==> src/rtl/jedro_1_defines.sv <==
// Shared jedro_1 defaults and the requester tag used to route ROM read data.
package jedro_1_defines;

  localparam int          DATA_WIDTH = 32;
  localparam logic [31:0] BOOT_ADDR  = 32'h0000_0000;
  localparam logic [31:0] ROM_BASE   = 32'h0000_0000;
  localparam logic [31:0] ROM_SIZE   = 32'h0000_1000;

  typedef enum logic [1:0] {
    TAG_NONE = 2'b00,
    TAG_IFU  = 2'b01,
    TAG_LSU  = 2'b10,
    TAG_ERR  = 2'b11
  } tag_e;

endpackage

==> src/rtl/jedro_1_prio_starve.sv <==
// Two-input priority select (LSU first) with a saturating starvation counter
// that forces the IFU ahead after MAX_WAIT consecutive denials.
module jedro_1_prio_starve #(
  parameter int MAX_WAIT = 4
) (
  input  logic clk,
  input  logic rst,
  input  logic ifu_req,
  input  logic lsu_req,
  output logic ifu_gnt,
  output logic lsu_gnt
);

  localparam int CW = $clog2(MAX_WAIT + 1);

  logic [CW-1:0] wait_cnt;
  logic          force_ifu;

  assign force_ifu = (wait_cnt == CW'(MAX_WAIT));

  always_comb begin
    ifu_gnt = !rst && ifu_req && (!lsu_req || force_ifu);
    lsu_gnt = !rst && lsu_req && !ifu_gnt;
  end

  always_ff @(posedge clk) begin
    if (rst) begin
      wait_cnt <= '0;
    end else if (!ifu_req || ifu_gnt) begin
      wait_cnt <= '0;
    end else if (!force_ifu) begin
      wait_cnt <= wait_cnt + 1'b1;
    end
  end

endmodule

==> src/rtl/jedro_1_imem_arbiter.sv <==
// Shares the single-port instruction ROM between fetch and an LSU load port;
// one grant per cycle, the in-flight read is tagged and data routed to its owner.
module jedro_1_imem_arbiter
  import jedro_1_defines::*;
#(
  parameter int                    DATA_WIDTH = jedro_1_defines::DATA_WIDTH,
  parameter logic [DATA_WIDTH-1:0] ROM_BASE   = jedro_1_defines::ROM_BASE,
  parameter logic [DATA_WIDTH-1:0] ROM_SIZE   = jedro_1_defines::ROM_SIZE,
  parameter int                    MAX_WAIT   = 4
) (
  input  logic                  clk_i,
  input  logic                  rst_i,
  input  logic                  ifu_req_i,
  input  logic [DATA_WIDTH-1:0] ifu_addr_i,
  output logic                  ifu_gnt_o,
  output logic                  ifu_rvalid_o,
  output logic [DATA_WIDTH-1:0] ifu_rdata_o,
  input  logic                  lsu_req_i,
  input  logic [DATA_WIDTH-1:0] lsu_addr_i,
  output logic                  lsu_gnt_o,
  output logic                  lsu_rvalid_o,
  output logic [DATA_WIDTH-1:0] lsu_rdata_o,
  output logic                  lsu_err_o,
  output logic                  mem_rst_o,
  output logic                  mem_en_o,
  output logic [DATA_WIDTH-1:0] mem_addr_o,
  input  logic [DATA_WIDTH-1:0] mem_data_i
);

  logic [DATA_WIDTH-1:0] ifu_off, lsu_off, ifu_word, lsu_word;
  logic [DATA_WIDTH-1:0] addr_q, ifu_hold, lsu_hold;
  logic                  lsu_in_range, lsu_mem;
  tag_e                  tag_q;

  jedro_1_prio_starve #(.MAX_WAIT(MAX_WAIT)) u_prio (
    .clk     (clk_i),
    .rst     (rst_i),
    .ifu_req (ifu_req_i),
    .lsu_req (lsu_req_i),
    .ifu_gnt (ifu_gnt_o),
    .lsu_gnt (lsu_gnt_o)
  );

  // Offsets wrap for addresses below ROM_BASE, so one unsigned compare covers both bounds.
  assign ifu_off      = ifu_addr_i - ROM_BASE;
  assign lsu_off      = lsu_addr_i - ROM_BASE;
  assign ifu_word     = (ifu_off & (ROM_SIZE - 1'b1)) >> 2;
  assign lsu_word     = (lsu_off & (ROM_SIZE - 1'b1)) >> 2;
  assign lsu_in_range = (lsu_off < ROM_SIZE);
  assign lsu_mem      = lsu_gnt_o && lsu_in_range;

  assign mem_rst_o  = rst_i;
  assign mem_en_o   = ifu_gnt_o || lsu_mem;
  assign mem_addr_o = ifu_gnt_o ? ifu_word : (lsu_mem ? lsu_word : addr_q);

  always_ff @(posedge clk_i) begin
    if (rst_i) begin
      tag_q    <= TAG_NONE;
      addr_q   <= '0;
      ifu_hold <= '0;
      lsu_hold <= '0;
    end else begin
      if (ifu_gnt_o)      tag_q <= TAG_IFU;
      else if (lsu_mem)   tag_q <= TAG_LSU;
      else if (lsu_gnt_o) tag_q <= TAG_ERR;
      else                tag_q <= TAG_NONE;

      if (mem_en_o) addr_q <= mem_addr_o;

      // Capture the returned word so rdata holds once rvalid drops.
      case (tag_q)
        TAG_IFU: ifu_hold <= mem_data_i;
        TAG_LSU: lsu_hold <= mem_data_i;
        TAG_ERR: lsu_hold <= '0;
        default: ;
      endcase
    end
  end

  // Reset squashes any response still in flight.
  always_comb begin
    ifu_rvalid_o = !rst_i && (tag_q == TAG_IFU);
    lsu_rvalid_o = !rst_i && ((tag_q == TAG_LSU) || (tag_q == TAG_ERR));
    lsu_err_o    = !rst_i && (tag_q == TAG_ERR);
    ifu_rdata_o  = ifu_rvalid_o ? mem_data_i : ifu_hold;
    if (lsu_err_o)         lsu_rdata_o = '0;
    else if (lsu_rvalid_o) lsu_rdata_o = mem_data_i;
    else                   lsu_rdata_o = lsu_hold;
  end

endmodule
==> config.mk <==
export PLATFORM = sky130hd
export DESIGN_NAME = jedro_1_imem_arbiter
export DESIGN_NICKNAME = d
export VERILOG_FILES = /design/src/rtl/jedro_1_defines.sv /design/src/rtl/jedro_1_prio_starve.sv /design/src/rtl/jedro_1_imem_arbiter.sv
export SDC_FILE = /design/constraint.sdc
export NUM_CORES = 1
export LEC_CHECK = 0
export CAP_MARGIN = 20
export CORE_MARGIN = 3
export CORE_UTILIZATION = 37
export DETAILED_ROUTE_END_ITERATION = 16
export GPL_ROUTABILITY_DRIVEN = 0
export PLACE_DENSITY = 0.74
export SETUP_SLACK_MARGIN = 0.05
export SLEW_MARGIN = 20
export SYNTH_ARGS = -nofsm -noshare
export SYNTH_HDL_FRONTEND = slang
export SYNTH_SLANG_ARGS = --single-unit
==> constraint.sdc <==
create_clock -name clk_i -period 2.3 [get_ports clk_i]
set_clock_uncertainty 0.2 [all_clocks]
set_input_delay 0.345 -clock clk_i [delete_from_list [all_inputs] [get_ports clk_i]]
set_output_delay 0.345 -clock clk_i [all_outputs]
set_load 0.02 [all_outputs]
### Yosys cells after proc, flatten, opt, wreduce, memory -nomap -nowiden

Cells that the tools add are included.

* add/sub/neg operators: 1
* multiply operators: 0
* divide/modulo/power cells: 0
* $lt $le $gt $ge: 1
* eq/ne operators: 4
* shift operators: 0
* mux-type cells: 9
* bitwise logic cells: 0
* reductions and logical operators: 19

Operators with widths (count)
* $mux W32: 5
* $pmux W32 S2: 1
* $lt A32 B13 Y1 const B: 1
* $logic_and A1 B1 Y1: 8
* $eq A2 B2 Y1 const B: 2
* $logic_not A1 Y1: 4
* $logic_or A1 B1 Y1: 4
* $mux W2: 2
* $reduce_or A2 Y1: 2
* $add A3 B1 Y3 const B: 1
* $eq A3 B3 Y1 const B: 1
* $eq A2 B1 Y1 const B: 1
* $reduce_bool A2 Y1: 1
* $mux W1: 1

* register bits: 101
* latch bits: 0
* bits in writable memories: 0
* bits in read-only memories: 0
* output and inout port bits: 103
* logic and storage cells: 40
* memories kept: 0

### Logic depth before layout (Yosys ltp)

* word-level depth: 8
* depth in mapped cells: 8

### Modules after synthesis

A second synthesis with hierarchy kept.

* cell total of the unflattened synthesis: 400
* area total of the unflattened synthesis: 4322.9 µm²

By module, submodules not included
* jedro_1_imem_arbiter: times used 1, cells each 380, area an instance 4146.5 µm²
* jedro_1_prio_starve: times used 1, cells each 20, area an instance 176.4 µm²

### Least setup slack after synthesis

No wires, ideal clock.

* path type: input -> output
* from: in lsu_addr_i[16]
* to: out mem_addr_o[0]
* data arrival time: 1806 ps
* data required time: 1755 ps
* path slack: -51 ps
* cell stages on the path: 5
* path buffers: 1
* cells stage by stage: or4_1 > nor4_2 > buf_2 > a211o_1 > nand3_1

* longest elaborated chain between the ends: 4

RTL lines
* start, declared: RTL line jedro_1_imem_arbiter.sv:19 `input logic [DATA_WIDTH-1:0] lsu_addr_i,`
* $lt A32 B13 Y1: RTL line jedro_1_imem_arbiter.sv:49 `assign lsu_in_range = (lsu_off < ROM_SIZE);`
* $logic_and A1 B1 Y1: RTL line jedro_1_imem_arbiter.sv:50 `assign lsu_mem = lsu_gnt_o && lsu_in_range;`
* $mux W32 (2 in a row): RTL line jedro_1_imem_arbiter.sv:54 `assign mem_addr_o = ifu_gnt_o ? ifu_word : (lsu_mem ? lsu_word : addr_q);`
* end, declared: RTL line jedro_1_imem_arbiter.sv:26 `output logic [DATA_WIDTH-1:0] mem_addr_o,`

No other way between the ends.

### Worst setup path in the final report

* from: in lsu_addr_i[14]
* to: out mem_addr_o[8]

The elaborated chain is that of the path after synthesis.

==> implementation parameters <==
Parameter                              Value

Outcome
  Outcome ... complete, but fails checks
  Failing checks ... setup timing

STA
  Fin crit period ... 2660 ps
  Worst-case setup margin in the final layout ... -359 ps
  Fmax ... 376 MHz
  Setup repair after global routing missed its margin ... yes
  Setup violators final ... 37
  Tcrit/Tclk final ... 116%
  Pins Over Slew Limit ... 0
  Final hold violation count ... 0
  Pin slew with the least headroom to its limit ... 504 ps
  Normalized max-slew margin ... 66.4%
  Hold slack ... 217 ps

Detailed routing
  Routed length per instance ... 18.4 µm
  Number of search-and-repair iterations in the first detailed-routing pass ... 5
  Drt first-iter violations ... 306
  Avg Vias per Cell ... 5.31
  Number of routed nets with antenna violations ... 0
  Count of vias placed by the detailed router ... 4291
  DRC violation count after routing ... 0
  Final WL ... 14900 µm

Floorplanning
  Vert. Die Dim ... 113 µm
  Top-level port count ... 203
  Number of standard-cell rows in the floorplan ... 38
  Core Region ... 11000 µm²
  Die Outline Area ... 12800 µm²
  Initial cell density of the core ... 38.4%
  Die Width ... 113 µm

Pwr
  Leakage power ... 3.49 nW
  Worst vdd ir ... 0.372 mV
  Overall power after layout ... 4.29 mW
  PD cells ... 552 nW/µm²

Synthesis
  Synthesized netlist cell count ... 410
  Cell variety after synth ... 30
  EDFF count, synth ... 0
  Portion of the post-synthesis area used by sequential elements ... 47.7%
  Syn avg cell area ... 10.3 µm²
  Async set or reset register ratio after synthesis ... 0%
  Flip-flop and latch count after synthesis ... 101
  Post-synthesis instance area ... 4240 µm²
  Number of nets in the synthesized netlist ... 512
  Synth warnings ... 0
  Main synth FF type ... dfxtp_1

Clocking
  CTS root buf ... clkbuf_16
  Clk sink count ... 101
  Total CTS buffers ... 9
  Clock network latency to the later pin of the worst-skew pair ... 330 ps
  CTS tree ... yes
  Max clock buf depth ... 2
  H-tree level count ... 3
  Clk pin slew, worst setup/hold paths ... 70 ps

Placement
  DP Cell Count ... 747
  Port Buffer Count ... 178
  Post-detailed-placement half-perimeter wirelength ... 8790 µm

Cells and area
  Final standard cell count with taps included and fillers excluded ... 808
  Layout Utilization ... 70.5%
  Count of antenna diodes in the layout ... 0
  Final-layout fill cell count ... 790
  Syn-to-layout area delta ... 83.4%
  Proportion of layout cells with a drive suffix above 1 ... 47.0%
  Post-layout net count ... 766

Global route
  Vias in the first global route ... 4566
  Sum of overflow across all layers after global routing ... 0
  Global router's overall resource usage ... 22.1%
  Pin count of the biggest net entering global routing ... 24
  Global-route wire length before repair ... 23300 µm
  Initial antenna violation count ... 0

Worst setup path
  Setup Crit Path Kind ... input port to primary output
  Critical path origin ... lsu_addr_i[14]
  Crit path DAT ... 2110 ps
  Worst R2R Setup Slack ... 160 ps
  Crit. End Element ... primary output
  Worst-path fanout max ... 6
  Nature of the critical path startpoint ... input port
  Length in cells of the worst reg-to-reg path ... 10
  FF-to-FF End ... addr_q[28]$_SDFFE_PP0P_
  Endpoint required time on the critical path ... 1750 ps
  Startpoint of the worst-slack reg-to-reg timing path ... u_prio.wait_cnt[0]$_SDFFE_PP0N_
  Endpoint of the worst setup timing path ... mem_addr_o[8]

Hold path
  Min-delay worst type ... input port to register

Run
  Maxcap violations ... 0
worst min path at each step:
stage / cells past startpoint / from / slack (ps) / endpoint
2_1_floorplan: 1 / addr_q[10]$_SDFFE_PP0P_ / 220 / addr_q[10]$_SDFFE_PP0P_
3_3_place_gp: 1 / addr_q[20]$_SDFFE_PP0P_ / 230 / addr_q[20]$_SDFFE_PP0P_
3_5_place_dp: 1 / addr_q[25]$_SDFFE_PP0P_ / 240 / addr_q[25]$_SDFFE_PP0P_
4_1_cts: 3 / rst_i / 210 / u_prio.wait_cnt[0]$_SDFFE_PP0N_
5_1_grt: 3 / rst_i / 220 / u_prio.wait_cnt[0]$_SDFFE_PP0N_
6_report: 3 / rst_i / 220 / u_prio.wait_cnt[1]$_SDFFE_PP0N_
power by group:
group	total [mW]	switching [mW]	leakage, nW	internal [mW]
combinational	0.936	0.414	2.53	0.522
sequential	1.85	0.0376	0.823	1.81
clock	1.50	0.652	0.136	0.849
final cells by class:
class                   count  area, µm²  area share [%]
clock buffers               9        225            2.90
multi-input cells         257       2390            30.7
well taps                 140        175            2.25
flip-flops and latches    101       2030            26.1
repair buffers            278       2820            36.2
clock inverters             6       72.6           0.934
inverters                  17       63.8           0.821
cell usage in the layout (no fill, tap or decap), types with 2 or more instances in the layout:
cell             Yosys  layout
dfxtp_1            101      97
a22o_1              96      96
buf_6                0      83
buf_4                2      78
clkdlybuf4s50_1      0      59
mux2_4               0      32
and2_4               0      23
and2_1              45      22
inv_1               16      14
buf_2                3      14
dlygate4sd2_1        0      14
clkbuf_16            0      11
nand2_1             10      10
nand4_1             10      10
a211o_1             10      10
nand3_2              0      10
a31oi_1             10      10
clkdlybuf4s15_2      0      10
buf_12               0       9
or4_4                0       4
nor2_1               6       4
a21oi_4              0       4
buf_16               0       4
inv_2                1       3
clkinvlp_4           0       3
buf_8                0       3
dfxtp_2              0       3
nor4_4               0       2
and3_1               3       2
per-layer routing:
layer | up-vias | track usage, % | routed length, µm
met2 | 184 | 38.7 | 7620
met1 | 2057 | 27.4 | 6070
met5 | - | 0 | 0
li1 | 2031 | - | -
met3 | 19 | 4.97 | 940
met4 | 0 | 5.93 | 248
cell usage after synthesis (all sizes together), types with 2 or more instances:
cell / number / area share (%)
nand2: 10 / 0.89
nor2: 6 / 0.53
clkbuf: 33 / 2.9
nand3: 10 / 1.2
a22o: 96 / 20
ha: 2 / 0.59
buf: 5 / 0.71
nor4: 3 / 0.59
inv: 17 / 1.5
a31oi: 10 / 1.5
nor3b: 2 / 0.47
a21oi: 3 / 0.35
or4: 4 / 0.71
and3: 3 / 0.44
mux2: 32 / 8.5
a211o: 10 / 2.1
dfxtp: 101 / 48
and2: 45 / 6.6
nand2b: 2 / 0.30
nand4: 10 / 1.5
cell families (layout without fill, tap and decap cells):
logic type	after synthesis	after routing	share of synthesized area, %
compound gates	121	124	24.2
flops	101	101	47.7
simple gates	98	98	13.6
buf+inv	55	310	5.14
mux	33	33	8.74
fa+ha+maj	2	2	0.591
flip-flops by register name, summed over array words and instances, names as in the netlist:
register,cells
lsu_hold,32
tag_q,2
ifu_hold,32
u_prio.wait_cnt,3
addr_q,32
worst max-delay path, stage by stage:
cell and delay, ps:
buf_6 90, or4_4 530, buf_6 140, nor4_4 310, buf_6 170, buf_6 120, a211o_1 180, nand3_2 80
buf_6 140
through the flow:
| step | setup TNS (ps) | area, µm² | setup WS [ps] |
|---|---|---|---|
| 2_1_floorplan | 0 | 4320 | 39.7 |
| 3_3_place_gp | -79450 | 6600 | -911 |
| 3_5_place_dp | -83470 | 6600 | -946 |
| 4_1_cts | -8870 | 7460 | -348 |
| 5_1_grt | -11480 | 7770 | -437 |
| 6_report | -9230 | 7770 | -359 |
what timing repair did:
item,CTS,global route
setup endpoints to repair,124,90
pin swaps,56,24
buffers inserted,26,14
resized for setup,601,85
hold buffers,0,0
cloned,10,2
Power figures use the tool's default switching activity.
